### src/rtl/star_rating_anim.sv
// star_rating_anim: end-of-level star score overlay.
// Draws NUM_STARS star sprites in a row and reveals the earned stars one at a
// time, paced by frame_tick. Earned stars = number of coins collected
// (CoinStatus bit = 0). Drives an external synchronous star ROM holding a dim
// sprite in rows [0, STAR_H) and a lit sprite in rows [STAR_H, 2*STAR_H).
// The pixel outputs is_star / is_lit trail DrawX / DrawY by two clocks.
//
// Optional build macro STAR_RATING_TWINKLE_EN: when defined, a 5-bit counter
// runs on frame_tick in DONE and one lit star blinks dim while counter[2] = 1.
// When undefined, DONE shows all earned stars lit and steady.
module star_rating_anim #(
  parameter int NUM_STARS     = 3,
  parameter int STAR_W        = 130,
  parameter int STAR_H        = 130,
  parameter int STAR_X0       = 80,
  parameter int STAR_PITCH    = 170,
  parameter int STAR_Y0       = 140,
  parameter int CENTER_RAISE  = 50,
  parameter int REVEAL_FRAMES = 30,
  parameter int ADDR_W        = $clog2(2*STAR_H)
) (
  input  logic                 Clk,
  input  logic                 Reset,
  input  logic                 frame_tick,
  input  logic                 start,
  input  logic                 clear,
  input  logic [NUM_STARS-1:0] CoinStatus,
  input  logic [9:0]           DrawX,
  input  logic [9:0]           DrawY,
  output logic [ADDR_W-1:0]    rom_addr,
  input  logic [STAR_W-1:0]    rom_data,
  output logic                 is_star,
  output logic                 is_lit,
  output logic                 busy,
  output logic                 done,
  output logic [2:0]           earned
);

  localparam int CNT_W = (REVEAL_FRAMES > 1) ? $clog2(REVEAL_FRAMES) : 1;
  localparam int COL_W = (STAR_W > 1) ? $clog2(STAR_W) : 1;
  localparam logic [CNT_W-1:0] LAST_FRAME = CNT_W'(REVEAL_FRAMES - 1);

  typedef enum logic [1:0] {
    S_IDLE   = 2'd0,
    S_REVEAL = 2'd1,
    S_DONE   = 2'd2
  } state_t;

  state_t             state;
  logic               armed;      // start accepted, outcome decided next cycle
  logic [CNT_W-1:0]   frame_cnt;
  logic [2:0]         shown;      // stars currently revealed as lit

  logic [NUM_STARS-1:0] lit_vec;
  logic                 hit;
  logic                 hit_lit;
  logic [ADDR_W-1:0]    row;
  logic [COL_W-1:0]     col;

  logic                 hit_p1;
  logic                 lit_p1;
  logic [COL_W-1:0]     col_p1;

  // Number of collected coins (CoinStatus bit clear) -> earned stars.
  function automatic logic [2:0] coins_taken(input logic [NUM_STARS-1:0] status);
    logic [2:0] n;
    n = 3'd0;
    for (int i = 0; i < NUM_STARS; i++) begin
      if (!status[i]) n = n + 3'd1;
    end
    return n;
  endfunction

  // Left X of star i, in the 11-bit space used for all bounds checks.
  function automatic logic [10:0] star_x(input int i);
    return 11'(STAR_X0 + i * STAR_PITCH);
  endfunction

  // Top Y of star i: inner stars sit CENTER_RAISE rows higher than the outer two.
  function automatic logic [10:0] star_y(input int i);
    if (i > 0 && i < NUM_STARS - 1) return 11'(STAR_Y0 - CENTER_RAISE);
    else                             return 11'(STAR_Y0);
  endfunction

  // True when the 11-bit pixel position lies inside the box of star i.
  function automatic logic in_box(input int i, input logic [10:0] x, input logic [10:0] y);
    return (x >= star_x(i)) && (x < star_x(i) + 11'(STAR_W)) &&
           (y >= star_y(i)) && (y < star_y(i) + 11'(STAR_H));
  endfunction

  // Reveal sequencer: IDLE -> (one decision cycle) -> REVEAL or DONE, clear back to IDLE.
  always_ff @(posedge Clk or posedge Reset) begin
    if (Reset) begin
      state     <= S_IDLE;
      armed     <= 1'b0;
      frame_cnt <= '0;
      shown     <= 3'd0;
      earned    <= 3'd0;
      busy      <= 1'b0;
      done      <= 1'b0;
    end else begin
      case (state)
        S_IDLE: begin
          if (clear) begin
            armed <= 1'b0;
          end else if (armed) begin
            armed <= 1'b0;
            if (earned == 3'd0) begin
              state <= S_DONE;
              done  <= 1'b1;
            end else begin
              state <= S_REVEAL;
              busy  <= 1'b1;
            end
          end else if (start) begin
            earned    <= coins_taken(CoinStatus);
            frame_cnt <= '0;
            shown     <= 3'd0;
            armed     <= 1'b1;
          end
        end
        S_REVEAL: begin
          if (clear) begin
            state     <= S_IDLE;
            busy      <= 1'b0;
            shown     <= 3'd0;
            frame_cnt <= '0;
          end else if (frame_tick) begin
            if (frame_cnt == LAST_FRAME) begin
              frame_cnt <= '0;
              shown     <= shown + 3'd1;
              if (shown + 3'd1 == earned) begin
                state <= S_DONE;
                busy  <= 1'b0;
                done  <= 1'b1;
              end
            end else begin
              frame_cnt <= frame_cnt + 1'b1;
            end
          end
        end
        S_DONE: begin
          if (clear) begin
            state <= S_IDLE;
            done  <= 1'b0;
            shown <= 3'd0;
          end
        end
        default: begin
          state <= S_IDLE;
          busy  <= 1'b0;
          done  <= 1'b0;
        end
      endcase
    end
  end

`ifdef STAR_RATING_TWINKLE_EN
  logic [4:0] twk_cnt;
  logic [2:0] twk_idx;

  // Twinkle phase counter: runs on frame ticks only while the reveal is complete.
  always_ff @(posedge Clk or posedge Reset) begin
    if (Reset) begin
      twk_cnt <= 5'd0;
    end else if (state != S_DONE) begin
      twk_cnt <= 5'd0;
    end else if (frame_tick) begin
      twk_cnt <= twk_cnt + 5'd1;
    end
  end

  assign twk_idx = (earned == 3'd0) ? 3'd0 : ({1'b0, twk_cnt[4:3]} % earned);
`endif

  // Per-star lit flags: the first `shown` stars are lit.
  always_comb begin
    lit_vec = '0;
    for (int i = 0; i < NUM_STARS; i++) begin
      lit_vec[i] = (3'(i) < shown);
`ifdef STAR_RATING_TWINKLE_EN
      if (state == S_DONE && twk_cnt[2] && 3'(i) == twk_idx) lit_vec[i] = 1'b0;
`endif
    end
  end

  // Box hit test; scanning from the top index down lets the lowest index win overlaps.
  always_comb begin
    hit     = 1'b0;
    hit_lit = 1'b0;
    row     = '0;
    col     = '0;
    for (int i = NUM_STARS - 1; i >= 0; i--) begin
      if (in_box(i, {1'b0, DrawX}, {1'b0, DrawY})) begin
        hit     = 1'b1;
        hit_lit = lit_vec[i];
        row     = ADDR_W'({1'b0, DrawY} - star_y(i));
        col     = COL_W'({1'b0, DrawX} - star_x(i));
      end
    end
  end

  // ROM row select: lit sprite lives STAR_H rows above the dim one.
  always_comb begin
    rom_addr = '0;
    if (hit) rom_addr = hit_lit ? (ADDR_W'(STAR_H) + row) : row;
  end

  // Stage p1: hold hit, column and lit flag while the ROM fetches the row.
  always_ff @(posedge Clk or posedge Reset) begin
    if (Reset) begin
      hit_p1 <= 1'b0;
      lit_p1 <= 1'b0;
      col_p1 <= '0;
    end else begin
      hit_p1 <= hit;
      lit_p1 <= hit_lit;
      col_p1 <= col;
    end
  end

  // Stage p2: pick the pixel bit out of the returned ROM row.
  always_ff @(posedge Clk or posedge Reset) begin
    if (Reset) begin
      is_star <= 1'b0;
      is_lit  <= 1'b0;
    end else begin
      is_star <= hit_p1 & rom_data[col_p1];
      is_lit  <= lit_p1 & hit_p1;
    end
  end

endmodule

### config.mk
export PLATFORM = sky130hd
export DESIGN_NAME = star_rating_anim
export DESIGN_NICKNAME = d
export VERILOG_FILES = /design/src/rtl/star_rating_anim.sv
export SDC_FILE = /design/constraint.sdc
export NUM_CORES = 1
export LEC_CHECK = 0
export BUFFER_PORTS_ARGS = -buffer_cell sky130_fd_sc_hd__buf_4
export CAP_MARGIN = 15
export CORE_UTILIZATION = 40
export DETAILED_ROUTE_END_ITERATION = 8
export GPL_ROUTABILITY_DRIVEN = 0
export PLACE_DENSITY = 0.77
export REMOVE_ABC_BUFFERS = 1
export SLEW_MARGIN = 20
export SYNTH_ARGS = -nofsm -noshare
export SYNTH_HDL_FRONTEND = slang
export SYNTH_SLANG_ARGS = --single-unit
### constraint.sdc
create_clock -name Clk -period 5.6 [get_ports Clk]
set_input_delay 0.84 -clock Clk [delete_from_list [all_inputs] [get_ports Clk]]
set_output_delay 0.84 -clock Clk [all_outputs]
set_load 0.01 [all_outputs]
==> impl_metrics.csv <==
group,metric,value,unit
clock_tree,cts_resized,0,
place,port_buffers,173,
power_and_ir_drop,ir_worst_vdd,0.0998,mV
cells_and_area,nNetsFinal,698,
cells_and_area,fillers,759,
route,drt-vias-per-instance,5.87,
power_and_ir_drop,power.density,148,nW/um2
setup_path,critPathKind,"in -> out",
route,routed_wl,11300,um
sta,finalHoldViolations,0,
logic_synthesis,yosys-top-cells-area,"mux4_2 26%, dfrtp_1 20%, ha_1 7.3%",
logic_synthesis,yosys.area_share.simple,16.0,%
setup_path,rr_worst_depth,6,
clock_tree,cts-htree-levels,1,
sta,setup_tns,0,ps
logic_synthesis,synth_top_family_by_area,"multiplexers",
sta,fmax,0.205,GHz
logic_synthesis,synth_warnings,0,
global_route,first_global_vias,3650,
cells_and_area,drive_gt1_share,46.7,%
logic_synthesis,synth_edf_count,0,
hold_path,worstHoldPathType,"reg -> reg",
clock_tree,cts-buffers-inserted,3,
route,drtIter0Drc,217,
logic_synthesis,ys_async_sr_fraction,100,%
global_route,antenna_found_initial,0,
global_route,grt_pass1_wl,17800,um
hold_path,holdPathStages,1,
route,drc,0,
clock_tree,ctsHoldBuffers,0,
setup_path,r2r_start,"col_p1[0]$_DFF_PP0_",
logic_synthesis,synth_xor_area_share,3.43,%
clock_tree,clockRootBuffer,"clkbuf_8",
route,dr_total_vias,3677,
route,wire_per_inst,18.0,um
cells_and_area,n_antenna_cell,0,
logic_synthesis,ys.flop_type,"dfrtp_1",
route,drt_pass1_iterations,5,
setup_path,r2r-end,"is_star$_DFF_PP0_",
logic_synthesis,synth_cell_types,66,
logic_synthesis,syn_inst,360,
floorplanning,rows,34,
sta,slew-limit-headroom,44.7,%
clock_tree,cts_setup_buffers,0,
cells_and_area,post-route-util,57.8,%
sta,finalClockSkew,4.33,ps
run_status,status,"finished clean",
logic_synthesis,synth_compound_area_share,20.4,%
floorplanning,ios,174,
job,maxCapViolations,0,
floorplanning,chipHeight,96.6,um
clock_tree,clkTransAtPathRegs,90,ps
setup_path,crit_start,"DrawY[2]",
floorplanning,die_area,9320,um2
sta,finalCritPeriodShare,87.1,%
logic_synthesis,synth_top_area_share,26.5,%
sta,rsz0062_at_grt,"false",
global_route,overflow,0,
clock_tree,cts_tree,"yes",
global_route,track_usage,24.8,%
power_and_ir_drop,p_leak,0.00221,uW
place,place_hpwl,9340,um
floorplanning,die_x,96.6,um
setup_path,cp.required,4760,ps
sta,layout_min_cycle_time,4880,ps
clock_tree,clock_latency,280,ps
clock_tree,clk_path_buf_depth,2,
logic_synthesis,ys_seq_elements,28,
logic_synthesis,synth_common_cells,"42 x mux4_2, 28 x dfrtp_1, 23 x inv_1, 23 x nand2_1",
cells_and_area,area_growth_syn_to_layout,40.2,%
logic_synthesis,synth_fa_ha_area_share,7.35,%
setup_path,worstSetupEndpointType,"primary output",
setup_path,r2r_slack,2630,ps
floorplanning,start_util,41.2,%
setup_path,startpoint_type,"primary input",
logic_synthesis,synthesis.area,3580,um2
sta,tightest_slew,822,ps
global_route,grt_max_degree,34,
floorplanning,coreArea,8680,um2
setup_path,critPathMaxFanout,14,
setup_path,worstSetupEndpoint,"rom_addr[5]",
clock_tree,cts.sinks,28,
setup_path,worstPathArrival,4040,ps
logic_synthesis,synthMostInstantiatedCell,"mux4_2",
route,postRouteAntennaNets,0,
logic_synthesis,yosys.area.top_type,"mux4_2",
logic_synthesis,muxShareOfSynthArea,28.3,%
logic_synthesis,seq_area_frac_synth,19.6,%
sta,timing.hold.ws,486,ps
logic_synthesis,avgSynthCellArea,9.93,um2
sta,finalSetupViolations,0,
sta,maxSlewViolCount,0,
## per-layer routing
metal	GRT usage, %	vias to the layer above	wire, um
met5	0	-	0
met4	8.70	0	307
met3	4.62	31	882
met2	42.3	160	5590
met1	31.3	1766	4480
li1	-	1720	-
## worst max-delay path: stages
cell	delay [ps]
buf_4	120
ha_1	220
or4_1	540
a32oi_2	250
a2111oi_4	90
buf_4	200
nor3_1	480
mux2i_1	280
inv_1	110
ha_1	170
nor2b_1	200
nor3b_2	210
xor2_1	180
buf_4	150
## power breakdown
group,internal [uW],switching [uW]
sequential,225,35.1
clock,95.8,62.2
combinational,188,134
total,509,231
## cell families (layout without fill, tap and decap cells)
group | Yosys count | in the layout
multiplexers | 48 | 48
AND/OR/NAND/NOR | 106 | 106
buffers and inverters | 45 | 203
adder cells (fa/ha/maj) | 21 | 21
XOR/XNOR | 14 | 14
AO/OA/AOI/OAI | 98 | 98
flip-flops | 28 | 28
## flip-flops by register name, summed over array words and instances (netlist names)
signal     count
col_p1         8
frame_cnt      5
earned         3
shown          3
state          2
armed          1
busy           1
done           1
hit_p1         1
is_lit         1
is_star        1
lit_p1         1
## through the flow
| stage | cells | cell area (um2) | total power, uW | worst slack (ps) |
|---|---|---|---|---|
| 6_report | 626 | 5010 | 740 | 722 |
| 5_1_grt | 626 | 5010 | 791 | 471 |
| 4_1_cts | 626 | 5010 | 746 | 728 |
| 3_5_place_dp | 622 | 4940 | 585 | 741 |
| 3_3_place_gp | 622 | 4940 | 576 | 905 |
| 2_1_floorplan | 338 | 3480 | 425 | 1080 |
## cells in the final DEF (no fill, tap or decap), types with 2 or more instances in the layout
cell / Yosys / routed
buf_4: 0 / 176
mux4_2: 42 / 42
dfrtp_1: 28 / 27
nand2_1: 23 / 23
inv_1: 23 / 22
nor2_1: 22 / 22
a21oi_1: 22 / 22
ha_1: 21 / 21
o21ai_0: 20 / 20
nor3_1: 15 / 15
xnor2_1: 9 / 9
nor2b_1: 8 / 8
a21o_1: 7 / 7
nor4_1: 6 / 6
nand2b_1: 5 / 5
or2_2: 5 / 5
xor2_1: 5 / 5
o221ai_1: 4 / 4
a211oi_1: 4 / 4
a22o_1: 4 / 4
mux2_2: 4 / 4
o21bai_1: 3 / 3
a2111oi_0: 3 / 3
nand4_1: 3 / 3
or3_1: 3 / 3
clkbuf_8: 0 / 3
o31ai_1: 2 / 2
nand3_1: 2 / 2
o21a_1: 2 / 2
a32oi_1: 2 / 2
a31oi_1: 2 / 2
mux2i_1: 2 / 2
a221oi_1: 2 / 2
o32a_1: 2 / 2
o22ai_1: 2 / 2
## final cells by class
class / instances / area, um2 / area share, %
Clock buffer: 3 / 41.3 / 0.823
Clock inverter: 1 / 30.0 / 0.599
Inverter: 23 / 86.3 / 1.72
Multi-Input combinational cell: 287 / 2700 / 53.8
Sequential cell: 28 / 704 / 14.0
Tap cell: 108 / 135 / 2.69
Timing Repair Buffer: 176 / 1320 / 26.3
## how the worst min path moves through the flow
stage / start / end / slack [ps]
floorplan: lit_p1$_DFF_PP0_ / is_lit$_DFF_PP0_ / 430
global placement: lit_p1$_DFF_PP0_ / is_lit$_DFF_PP0_ / 470
detailed placement: lit_p1$_DFF_PP0_ / is_lit$_DFF_PP0_ / 470
CTS: lit_p1$_DFF_PP0_ / is_lit$_DFF_PP0_ / 490
global route: lit_p1$_DFF_PP0_ / is_lit$_DFF_PP0_ / 510
finish: lit_p1$_DFF_PP0_ / is_lit$_DFF_PP0_ / 490
(Power assumes the default switching activity.)
